[config.mk]
export PLATFORM = sky130hd
export DESIGN_NAME = seq_multiplier_flat
export DESIGN_NICKNAME = d
export VERILOG_FILES = /design/src/rtl/seq_multiplier_pkg.sv /design/src/rtl/seq_multiplier_if.sv /design/src/rtl/seq_multiplier_datapath.sv /design/src/rtl/seq_multiplier.sv /design/src/flat_wrapper.sv
export SDC_FILE = /design/constraint.sdc
export NUM_CORES = 1
export LEC_CHECK = 0
export BUFFER_PORTS_ARGS = -buffer_cell sky130_fd_sc_hd__buf_2
export CAP_MARGIN = 20
export CORE_ASPECT_RATIO = 2
export CORE_MARGIN = 1
export CORE_UTILIZATION = 50
export DETAILED_ROUTE_END_ITERATION = 6
export PLACE_DENSITY_LB_ADDON = 0.05
export SETUP_SLACK_MARGIN = 0.1
export SKIP_CTS_REPAIR_TIMING = 1
export SLEW_MARGIN = 20
export SYNTH_ARGS = -nofsm -noshare
export SYNTH_HDL_FRONTEND = slang
export SYNTH_SLANG_ARGS = --single-unit
[constraint.sdc]
create_clock -name Clock -period 4.4 [get_ports Clock]
set_clock_uncertainty 0.1 [all_clocks]
set_input_delay 0.44 -clock Clock [delete_from_list [all_inputs] [get_ports Clock]]
set_output_delay 0.44 -clock Clock [all_outputs]
set_load 0.02 [all_outputs]
[src/rtl/seq_multiplier_pkg.sv]
// Shared types and constants for the sequential signed Q1.7 multiplier.
package seq_multiplier_pkg;

    localparam int unsigned DATA_W = 8;
    localparam int unsigned FRAC_W = DATA_W - 1;

    typedef enum logic [1:0] {
        IDLE = 2'd0,
        RUN  = 2'd1,
        DONE = 2'd2
    } mult_state_t;

endpackage

[src/rtl/seq_multiplier_if.sv]
// Start/Busy/Done handshake plus operand and result buses of the multiplier.
interface seq_multiplier_if
    import seq_multiplier_pkg::*;
#(
    parameter int unsigned WIDTH = DATA_W
);

    logic               Start;
    logic [WIDTH-1:0]   A;
    logic [WIDTH-1:0]   B;
    logic               Busy;
    logic               Done;
    logic [WIDTH-1:0]   Result;
    logic [2*WIDTH-1:0] Product;

    // Controller side: issues requests, observes status and results.
    modport master (
        output Start, A, B,
        input  Busy, Done, Result, Product
    );

    // Multiplier side.
    modport slave (
        input  Start, A, B,
        output Busy, Done, Result, Product
    );

endinterface

[src/rtl/seq_multiplier_datapath.sv]
// Shift-add datapath: operand magnitudes, accumulation, sign fix-up and Q1.7 result
// formatting. Define MULT_ROUND_EN for round-half-up results; default truncates.
module seq_multiplier_datapath
    import seq_multiplier_pkg::*;
#(
    parameter int unsigned WIDTH = DATA_W
) (
    input  logic                     Clock,
    input  logic                     nReset,
    input  logic                     i_load,
    input  logic                     i_step,
    input  logic                     i_last,
    input  logic [$clog2(WIDTH)-1:0] i_count,
    input  logic [WIDTH-1:0]         i_a,
    input  logic [WIDTH-1:0]         i_b,
    output logic [2*WIDTH-1:0]       o_product,
    output logic [WIDTH-1:0]         o_result
);

    localparam int unsigned PROD_BITS = 2 * WIDTH;
    // Only -1.0 x -1.0 produces +1.0, which Q1.7 cannot hold.
    localparam logic [PROD_BITS-1:0] SAT_PROD = PROD_BITS'(1) << (PROD_BITS - 2);
    localparam logic [WIDTH-1:0]     MAX_POS  = {1'b0, {(WIDTH - 1){1'b1}}};

    // One extra bit so that the most negative operand has a representable magnitude.
    function automatic logic [WIDTH:0] f_mag(input logic [WIDTH-1:0] v);
        logic [WIDTH:0] ext;
        ext = {v[WIDTH-1], v};
        return v[WIDTH-1] ? (~ext + 1'b1) : ext;
    endfunction

    logic [WIDTH:0]     r_mag_a;
    logic [WIDTH:0]     r_mag_b;
    logic               r_sign;
    logic [PROD_BITS-1:0] r_acc;
    logic [PROD_BITS-1:0] r_product;
    logic [WIDTH-1:0]   r_result;

    logic [PROD_BITS-1:0] w_addend;
    logic [PROD_BITS-1:0] w_acc_next;
    logic [PROD_BITS-1:0] w_prod_next;
    logic [PROD_BITS-1:0] w_rounded;
    logic [WIDTH-1:0]     w_result_next;

    // Partial product for this iteration and the signed product it would complete.
    always_comb begin
        w_addend    = r_mag_b[0] ? ({{(WIDTH - 1){1'b0}}, r_mag_a} << i_count) : '0;
        w_acc_next  = r_acc + w_addend;
        w_prod_next = r_sign ? (~w_acc_next + 1'b1) : w_acc_next;
    end

    // Q2.14 -> Q1.7: drop the redundant sign bit and the low fraction bits.
    always_comb begin
`ifdef MULT_ROUND_EN
        w_rounded = w_prod_next + (PROD_BITS'(1) << (WIDTH - 2));
`else
        w_rounded = w_prod_next;
`endif
        w_result_next = (w_prod_next == SAT_PROD) ? MAX_POS : WIDTH'(w_rounded >> (WIDTH - 1));
    end

    // Operand capture, one shift-add step per clock, outputs updated only on completion.
    always_ff @(posedge Clock or negedge nReset) begin
        if (!nReset) begin
            r_mag_a   <= '0;
            r_mag_b   <= '0;
            r_sign    <= 1'b0;
            r_acc     <= '0;
            r_product <= '0;
            r_result  <= '0;
        end else if (i_load) begin
            r_mag_a <= f_mag(i_a);
            r_mag_b <= f_mag(i_b);
            r_sign  <= i_a[WIDTH-1] ^ i_b[WIDTH-1];
            r_acc   <= '0;
        end else if (i_step) begin
            r_acc   <= w_acc_next;
            r_mag_b <= r_mag_b >> 1;
            if (i_last) begin
                r_product <= w_prod_next;
                r_result  <= w_result_next;
            end
        end
    end

    assign o_product = r_product;
    assign o_result  = r_result;

endmodule

[src/rtl/seq_multiplier.sv]
// Iterative signed Q1.7 multiplier: FSM and bit counter around the shift-add datapath.
// One operation takes 9 cycles from the Start edge to the Done pulse.
// Define MULT_ROUND_EN for round-half-up results; default truncates toward -inf.
module seq_multiplier
    import seq_multiplier_pkg::*;
#(
    parameter int unsigned WIDTH = DATA_W
) (
    input logic            Clock,
    input logic            nReset,
    seq_multiplier_if.slave bus
);

    localparam int unsigned           CNT_BITS = $clog2(WIDTH);
    localparam logic [CNT_BITS-1:0]   LAST_CNT = CNT_BITS'(WIDTH - 1);

    mult_state_t         r_state;
    logic [CNT_BITS-1:0] r_count;
    logic                r_busy;
    logic                r_done;

    logic                w_load;
    logic                w_step;
    logic                w_last;
    logic [2*WIDTH-1:0]  w_product;
    logic [WIDTH-1:0]    w_result;

    // Start is honoured from IDLE and DONE only; requests during RUN are dropped.
    assign w_load = (r_state != RUN) && bus.Start;
    assign w_step = (r_state == RUN);
    assign w_last = w_step && (r_count == LAST_CNT);

    // Control FSM with registered Busy/Done mirroring the next state.
    always_ff @(posedge Clock or negedge nReset) begin
        if (!nReset) begin
            r_state <= IDLE;
            r_count <= '0;
            r_busy  <= 1'b0;
            r_done  <= 1'b0;
        end else begin
            r_done <= 1'b0;
            unique case (r_state)
                IDLE, DONE: begin
                    if (bus.Start) begin
                        r_state <= RUN;
                        r_count <= '0;
                        r_busy  <= 1'b1;
                    end else begin
                        r_state <= IDLE;
                        r_busy  <= 1'b0;
                    end
                end
                RUN: begin
                    r_count <= r_count + 1'b1;
                    if (r_count == LAST_CNT) begin
                        r_state <= DONE;
                        r_busy  <= 1'b0;
                        r_done  <= 1'b1;
                    end
                end
                default: begin
                    r_state <= IDLE;
                    r_busy  <= 1'b0;
                end
            endcase
        end
    end

    seq_multiplier_datapath #(
        .WIDTH (WIDTH)
    ) u_datapath (
        .Clock     (Clock),
        .nReset    (nReset),
        .i_load    (w_load),
        .i_step    (w_step),
        .i_last    (w_last),
        .i_count   (r_count),
        .i_a       (bus.A),
        .i_b       (bus.B),
        .o_product (w_product),
        .o_result  (w_result)
    );

    assign bus.Busy    = r_busy;
    assign bus.Done    = r_done;
    assign bus.Product = w_product;
    assign bus.Result  = w_result;

endmodule

[src/flat_wrapper.sv]
// flat-port wrapper written by rule: the top's interface ports become plain ports
module seq_multiplier_flat import seq_multiplier_pkg::*;
#(
    parameter int unsigned WIDTH = DATA_W
)
  (Clock, nReset, bus_Start, bus_A, bus_B, bus_Busy, bus_Done, bus_Result, bus_Product);
  seq_multiplier_if #(.WIDTH(WIDTH)) bus_i ();
  input logic Clock;
  input logic nReset;
  input wire logic [$bits(bus_i.Start)-1:0] bus_Start;
  input wire logic [$bits(bus_i.A)-1:0] bus_A;
  input wire logic [$bits(bus_i.B)-1:0] bus_B;
  output wire logic [$bits(bus_i.Busy)-1:0] bus_Busy;
  output wire logic [$bits(bus_i.Done)-1:0] bus_Done;
  output wire logic [$bits(bus_i.Result)-1:0] bus_Result;
  output wire logic [$bits(bus_i.Product)-1:0] bus_Product;
  assign bus_i.Start = bus_Start;
  assign bus_i.A = bus_A;
  assign bus_i.B = bus_B;
  assign bus_Busy = bus_i.Busy;
  assign bus_Done = bus_i.Done;
  assign bus_Result = bus_i.Result;
  assign bus_Product = bus_i.Product;
  seq_multiplier #(.WIDTH(WIDTH)) u_core (.Clock(Clock), .nReset(nReset), .bus(bus_i));
endmodule
==> metrics, run 1 <==
run status=finished, violations left; failing checks=negative setup slack; clock slew at reported path FFs=~0.06 ns; CTS sink cnt=between 60 and 70; post-synthesis sequential area ratio=0.363; CP required=4.50 ns; Post-synth top cells=66 x dfrtp_1, 66 x nand2_1, 59 x o21ai_0, 34 x nor2_1, 23 x xnor2_1; crit end category=flop; fin crit period=approximately 4.6 ns; DR pass1 iterations=4; Worst-Skew Late Latency=about 0.33 ns; Max Cap Viol=0; Antenna Cells=0; post-place setup slack=-0.305 ns; P&R area growth vs syn=33.0%; area leader, netlist=dfrtp_1; die area=~0.0095 sq mm; Relative slew margins=0.456; Synth area leaders=dfrtp_1 36%, o21ai_0 6.5%, ha_1 5.5%; Mapped Nets=between 500 and 600; GRT Util Overall=0.257; PortBufs=44; power density cells=about 800 mW/mm^2; DR iter-0 viols=130; first-pass GRT wire length=19.3 mm; final hold violation count=0; Sequential Area=~0.0017 sq mm; hold_ws=between 0.15 and 0.2 ns; ANT nets after route=0; CTS Buf Count=9; CTS H-Tree Depth=3; synth warn=0; number of top-level pins=45; Primary FF master, synth=dfrtp_1; Avg WL per Cell=15.9 um; period utilization=1.05; CTS tree=built; asr flop ratio synth=1.00; fillers=between 700 and 800; WS Path Type=reg -> reg; RePlAce Congestion=between 0.8 and 0.9; Synth Register Bits=66; DRC Markers=0; Cell variety after synth=65; Post-synth EDFFs=0; Avg Cell Area, Syn=between 8 and 9 sq um; final-report setup violation count=8; die height=137 um; Root Buffer=clkbuf_16; worst hold path type=in -> async; post-synthesis cell area=0.00455 sq mm; Die X=slightly below 70 um; fraction of layout cells with a size suffix above 1=0.337; largest net degree at the start of global routing=67; Multi-input gate area=approximately 0.0030 sq mm; Leak Pwr=approximately 2.8 nW; vias=around 4300; Least-Margin Pin Slew=a little over 0.8 ns; FMAX=roughly 0.22 GHz; Syn Inst Count=approximately 500; initial antenna violation count=0; hpwl dp=between 8 and 9 mm; vias in the first global route=around 4300; peak supply drop=approximately 380 uV; Crit Path Max Fanout=7; CP Data Arrival Time=~4.7 ns; Startpoint Class=flop; PnR worst setup slack=-0.220 ns; Max clock buf depth=2; Initial Util=0.522; drt via density=between 5 and 6; count of pins over their slew limit=0; RSZ-0062 raised after global routing=yes; Post-Route WL=about 12 mm; area share of the largest cell type after synthesis=0.363; total gr overflow=0; Core Region=~0.0087 sq mm; final net count=between 600 and 700; Rows=48
-- cells in the final DEF, fill, tap and decap left out, types with 5 or more instances in the layout --
cell / synthesis / layout
nand2b_1: 9 / 8
clkbuf_16: 0 / 9
o21a_1: 8 / 8
and2_1: 7 / 6
a21oi_1: 14 / 11
mux2i_1: 13 / 8
nor2b_1: 7 / 5
a21o_1: 11 / 11
mux2i_2: 0 / 5
a31oi_1: 7 / 6
nand3_1: 6 / 6
nand3b_1: 16 / 16
xnor2_1: 23 / 21
inv_1: 13 / 13
buf_2: 1 / 44
ha_1: 20 / 15
o21ai_0: 59 / 54
buf_4: 0 / 89
o31ai_1: 8 / 7
nor2_1: 34 / 33
o211ai_1: 5 / 5
xor2_1: 14 / 13
dfrtp_1: 66 / 64
nand2_1: 66 / 66
-- cell type report --
type                       instances  share of cell area
clock buffer                      10              0.0378
clock inverter                     6             0.00951
inverter                          14             0.00868
multi-input combinational        405               0.494
sequential                        66               0.273
tap                              100              0.0207
timing repair buffer             137               0.156
-- final timing paths --
kind	from	end	slack (ns)	cells after the start
min reg2reg	u_core.u_datapath.o_product[8]$_DFFE_PN0P_	u_core.u_datapath.o_product[8]$_DFFE_PN0P_	0.37	1
max in group asynchronous	nReset	u_core.r_count[0]$_DFFE_PN0P_	3.44	2
max	u_core.r_count[0]$_DFFE_PN0P_	u_core.u_datapath.o_result[5]$_DFFE_PN0P_	-0.22	17
max reg2reg	u_core.r_count[0]$_DFFE_PN0P_	u_core.u_datapath.o_result[5]$_DFFE_PN0P_	-0.22	17
min	nReset	u_core.u_datapath.o_product[2]$_DFFE_PN0P_	0.19	2
min in group Clock	bus_A[6]	u_core.u_datapath.r_mag_a[7]$_DFFE_PN0P_	0.31	4
-- metrics by stage --
| stage | TNS (ns) | instance area [sq um] | util | total power, mW | cells |
|---|---|---|---|---|---|
| after floorplan | -0.00483 | 4590 | - | 2.78 | 511 |
| after global placement | -1.19 | 5460 | 0.627 | 3.76 | 714 |
| after detailed placement | -2.13 | 5460 | 0.627 | 3.83 | 714 |
| after CTS | -2.32 | 5740 | 0.660 | 4.54 | 730 |
| after global routing | -2.82 | 6050 | 0.695 | 5.18 | 738 |
| final | -1.64 | 6050 | 0.695 | 4.83 | 738 |
-- registers in the layout, indices dropped and copies added (netlist names) --
register / cells
u_core.bus.Busy: 1
u_core.bus.Done: 1
u_core.r_count: 3
u_core.r_state: 2
u_core.u_datapath.o_product: 16
u_core.u_datapath.o_result: 8
u_core.u_datapath.r_acc: 16
u_core.u_datapath.r_mag_a: 9
u_core.u_datapath.r_mag_b: 9
u_core.u_datapath.r_sign: 1
-- where the power goes --
group	switching, mW	internal, mW
registers	0.207	0.858
clock network	0.258	0.434
logic	1.58	1.50
-- critical path: stages, from the launching register on --
cell and delay [ns]:
dfrtp_2 0.47, buf_6 0.14, mux2i_2 0.15, mux2i_1 0.21
mux2i_1 0.14, nor2b_2 0.18, ha_4 0.24, or3_4 0.38
a211oi_4 0.26, a22oi_2 0.10, or4_4 0.44, or4_4 0.44
or3_4 0.38, buf_12 0.15, and4_4 0.18, o311ai_4 0.24
buf_6 0.19, a31oi_1 0.08
-- per-layer routing --
layer  vias up  routed length, um  GRT usage
met4         0                457      0.141
met3        36                235     0.0324
met1      2051               4260      0.240
met5         -                  0          0
met2        83               6800      0.522
li1       2088                  -          -
-- kinds of logic after synthesis --
| family | Yosys count | synth area share |
|---|---|---|
| AOI/OAI and AO/OA | 152 | 0.230 |
| muxes | 18 | 0.0410 |
| adders and majority gates | 21 | 0.0594 |
| xor gates and xnor gates | 37 | 0.0713 |
| and+or+nand+nor | 177 | 0.200 |
| buffers and inverters | 40 | 0.0349 |
| DFF | 66 | 0.363 |
Power figures use the tool's default switching activity.
==> run 2: changes to the inputs <==
--- a/config.mk
+++ b/config.mk
@@ -12,2 +12,3 @@
 export CORE_UTILIZATION = 50
+export CTS_BUF_LIST = sky130_fd_sc_hd__clkbuf_8
 export DETAILED_ROUTE_END_ITERATION = 6
==> constraint.sdc (replaced) <==
create_clock -name Clock -period 4.4 [get_ports Clock]
set_clock_uncertainty 0.1 [all_clocks]
set_input_delay 0.88 -clock Clock [delete_from_list [all_inputs] [get_ports Clock]]
set_output_delay 0.88 -clock Clock [all_outputs]
set_load 0.02 [all_outputs]
==> run 2 against run 1 <==
The run still ends with negative setup slack left. Fmax is essentially flat. Power down 3.5%. Via count increased by 1.2%. Flip-flop and latch count did not move. Largest cell class unchanged. Core utilization is 1.4 points lower.
==> metrics, run 2 (synthesis results as in run 1) <==
run status=finished, violations left; failing checks=negative setup slack; CTS sink cnt=66; Core Region=just under 0.009 sq mm; final net count=slightly below 700; Max clock buf depth=2; FMAX=about 0.22 GHz; PnR worst setup slack=-0.216 ns; Worst-Skew Late Latency=about 0.36 ns; count of pins over their slew limit=0; DR iter-0 viols=166; HP Start=u_core.u_datapath.o_product[0]$_DFFE_PN0P_; largest net degree at the start of global routing=67; Worst R2R Path Depth=16; Startpoint Class=flop; Crit Path Max Fanout=5; CP required=roughly 4.6 ns; CTS tree=built; Relative slew margins=0.448; vias=~4300; Max Cap Viol=0; worst hold path type=reg -> reg; Post-Route WL=12.0 mm; final-report setup violation count=8; Avg WL per Cell=roughly 16 um; crit end category=flop; RePlAce Congestion=0.899; Die X=just under 70 um; ANT nets after route=0; initial antenna violation count=0; Leak Pwr=about 2.8 nW; utilization after layout=0.681; R2R Path Start=u_core.r_count[0]$_DFFE_PN0P_; PortBufs=44; RSZ-0062 raised after global routing=yes; worst r2r dst=u_core.u_datapath.o_result[7]$_DFFE_PN0P_; total gr overflow=0; post-place setup slack=-0.308 ns; power density cells=787 mW/mm^2; clock slew at reported path FFs=0.07 ns; DRC Markers=0; vias in the first global route=around 4300; Antenna Cells=0; CTS Buf Count=9; Least-Margin Pin Slew=between 0.8 and 0.9 ns; commonest non-fill, non-tap cells in the layout=93 x buf_4, 65 x nand2_1, 64 x dfrtp_1, 54 x o21ai_0, 44 x buf_2; die height=137 um; first-pass GRT wire length=around 19 mm; P&R area growth vs syn=30.4%; Root Buffer=clkbuf_8; period utilization=1.05; Hold Path Cell Cnt=2; DR pass1 iterations=4; Rows=48; die area=around 0.0095 sq mm; GRT Util Overall=0.262; fraction of layout cells with a size suffix above 1=0.329; WS Path Type=reg -> reg; CTS H-Tree Depth=3; Initial Util=0.522; number of top-level pins=45; CP Data Arrival Time=roughly 4.8 ns; final hold violation count=0; fin crit period=between 4 and 5 ns; Worst R2R Setup Slack=-0.22 ns; drt via density=5.81; Placed Area=around 0.0055 sq mm; commonest non-fill, non-tap cell in the layout=buf_4; worst hold endpoint=u_core.u_datapath.o_product[0]$_DFFE_PN0P_; hpwl dp=between 9 and 10 mm; peak supply drop=about 330 uV; hold_ws=0.373 ns; final instance area=roughly 0.0059 sq mm
[run 2: routing by layer]
layer | share of wire | routed length, um | track usage
met4 | 0.042 | 502 | 0.162
met2 | 0.58 | 6890 | 0.521
met1 | 0.35 | 4160 | 0.237
met3 | 0.034 | 405 | 0.0479
met5 | 0 | 0 | 0
[run 2: through the flow]
| stage | instances | setup TNS [ns] | total power [mW] |
|---|---|---|---|
| 2_1_floorplan | 511 | -0.00483 | 2.78 |
| 3_3_place_gp | 713 | -1.20 | 3.77 |
| 3_5_place_dp | 713 | -2.13 | 3.84 |
| 4_1_cts | 729 | -2.33 | 4.34 |
| 5_1_grt | 741 | -2.62 | 5.02 |
| 6_report | 741 | -1.18 | 4.67 |
[run 2: how the worst max path moves through the flow]
stage                                       start                                        end  slack (ns)  depth (start not counted)
global route        u_core.r_count[0]$_DFFE_PN0P_  u_core.u_datapath.o_result[7]$_DFFE_PN0P_       -0.38                         16
floorplan           u_core.r_count[0]$_DFFE_PN0P_  u_core.u_datapath.o_result[7]$_DFFE_PN0P_      -0.005                         16
detailed placement  u_core.r_count[0]$_DFFE_PN0P_  u_core.u_datapath.o_result[7]$_DFFE_PN0P_       -0.31                         15
finish              u_core.r_count[0]$_DFFE_PN0P_  u_core.u_datapath.o_result[7]$_DFFE_PN0P_       -0.22                         16
CTS                 u_core.r_count[0]$_DFFE_PN0P_  u_core.u_datapath.o_result[7]$_DFFE_PN0P_       -0.33                         15
global placement    u_core.r_count[0]$_DFFE_PN0P_  u_core.u_datapath.o_result[7]$_DFFE_PN0P_       -0.21                         15
[run 2: final cells by class]
cell class                 instances  area (sq um)
clock inverter                     4          17.5
timing repair buffer             140           961
inverter                          14          52.6
sequential                        66          1650
clock buffer                      12           165
fill                             759          2780
multi-input combinational        405          2950
tap                              100           125
[run 2: critical path, stage by stage, from the launching register on]
cell      delay, ns
dfrtp_2        0.46
buf_6          0.15
mux2i_2        0.15
mux2_4         0.29
o21ai_2        0.13
and2_4         0.17
ha_4           0.21
or3_4          0.35
a211oi_4       0.26
a22oi_2        0.09
or4_4          0.45
or4_4          0.44
or3_4          0.39
o41ai_4        0.39
o311ai_4       0.12
buf_4          0.16
o221a_4        0.22
[run 2: report_power, final]
group / internal, mW / total, mW / switching, mW
clock: 0.245 / 0.475 / 0.230
sequential: 0.856 / 1.06 / 0.205
combinational: 1.53 / 3.13 / 1.60
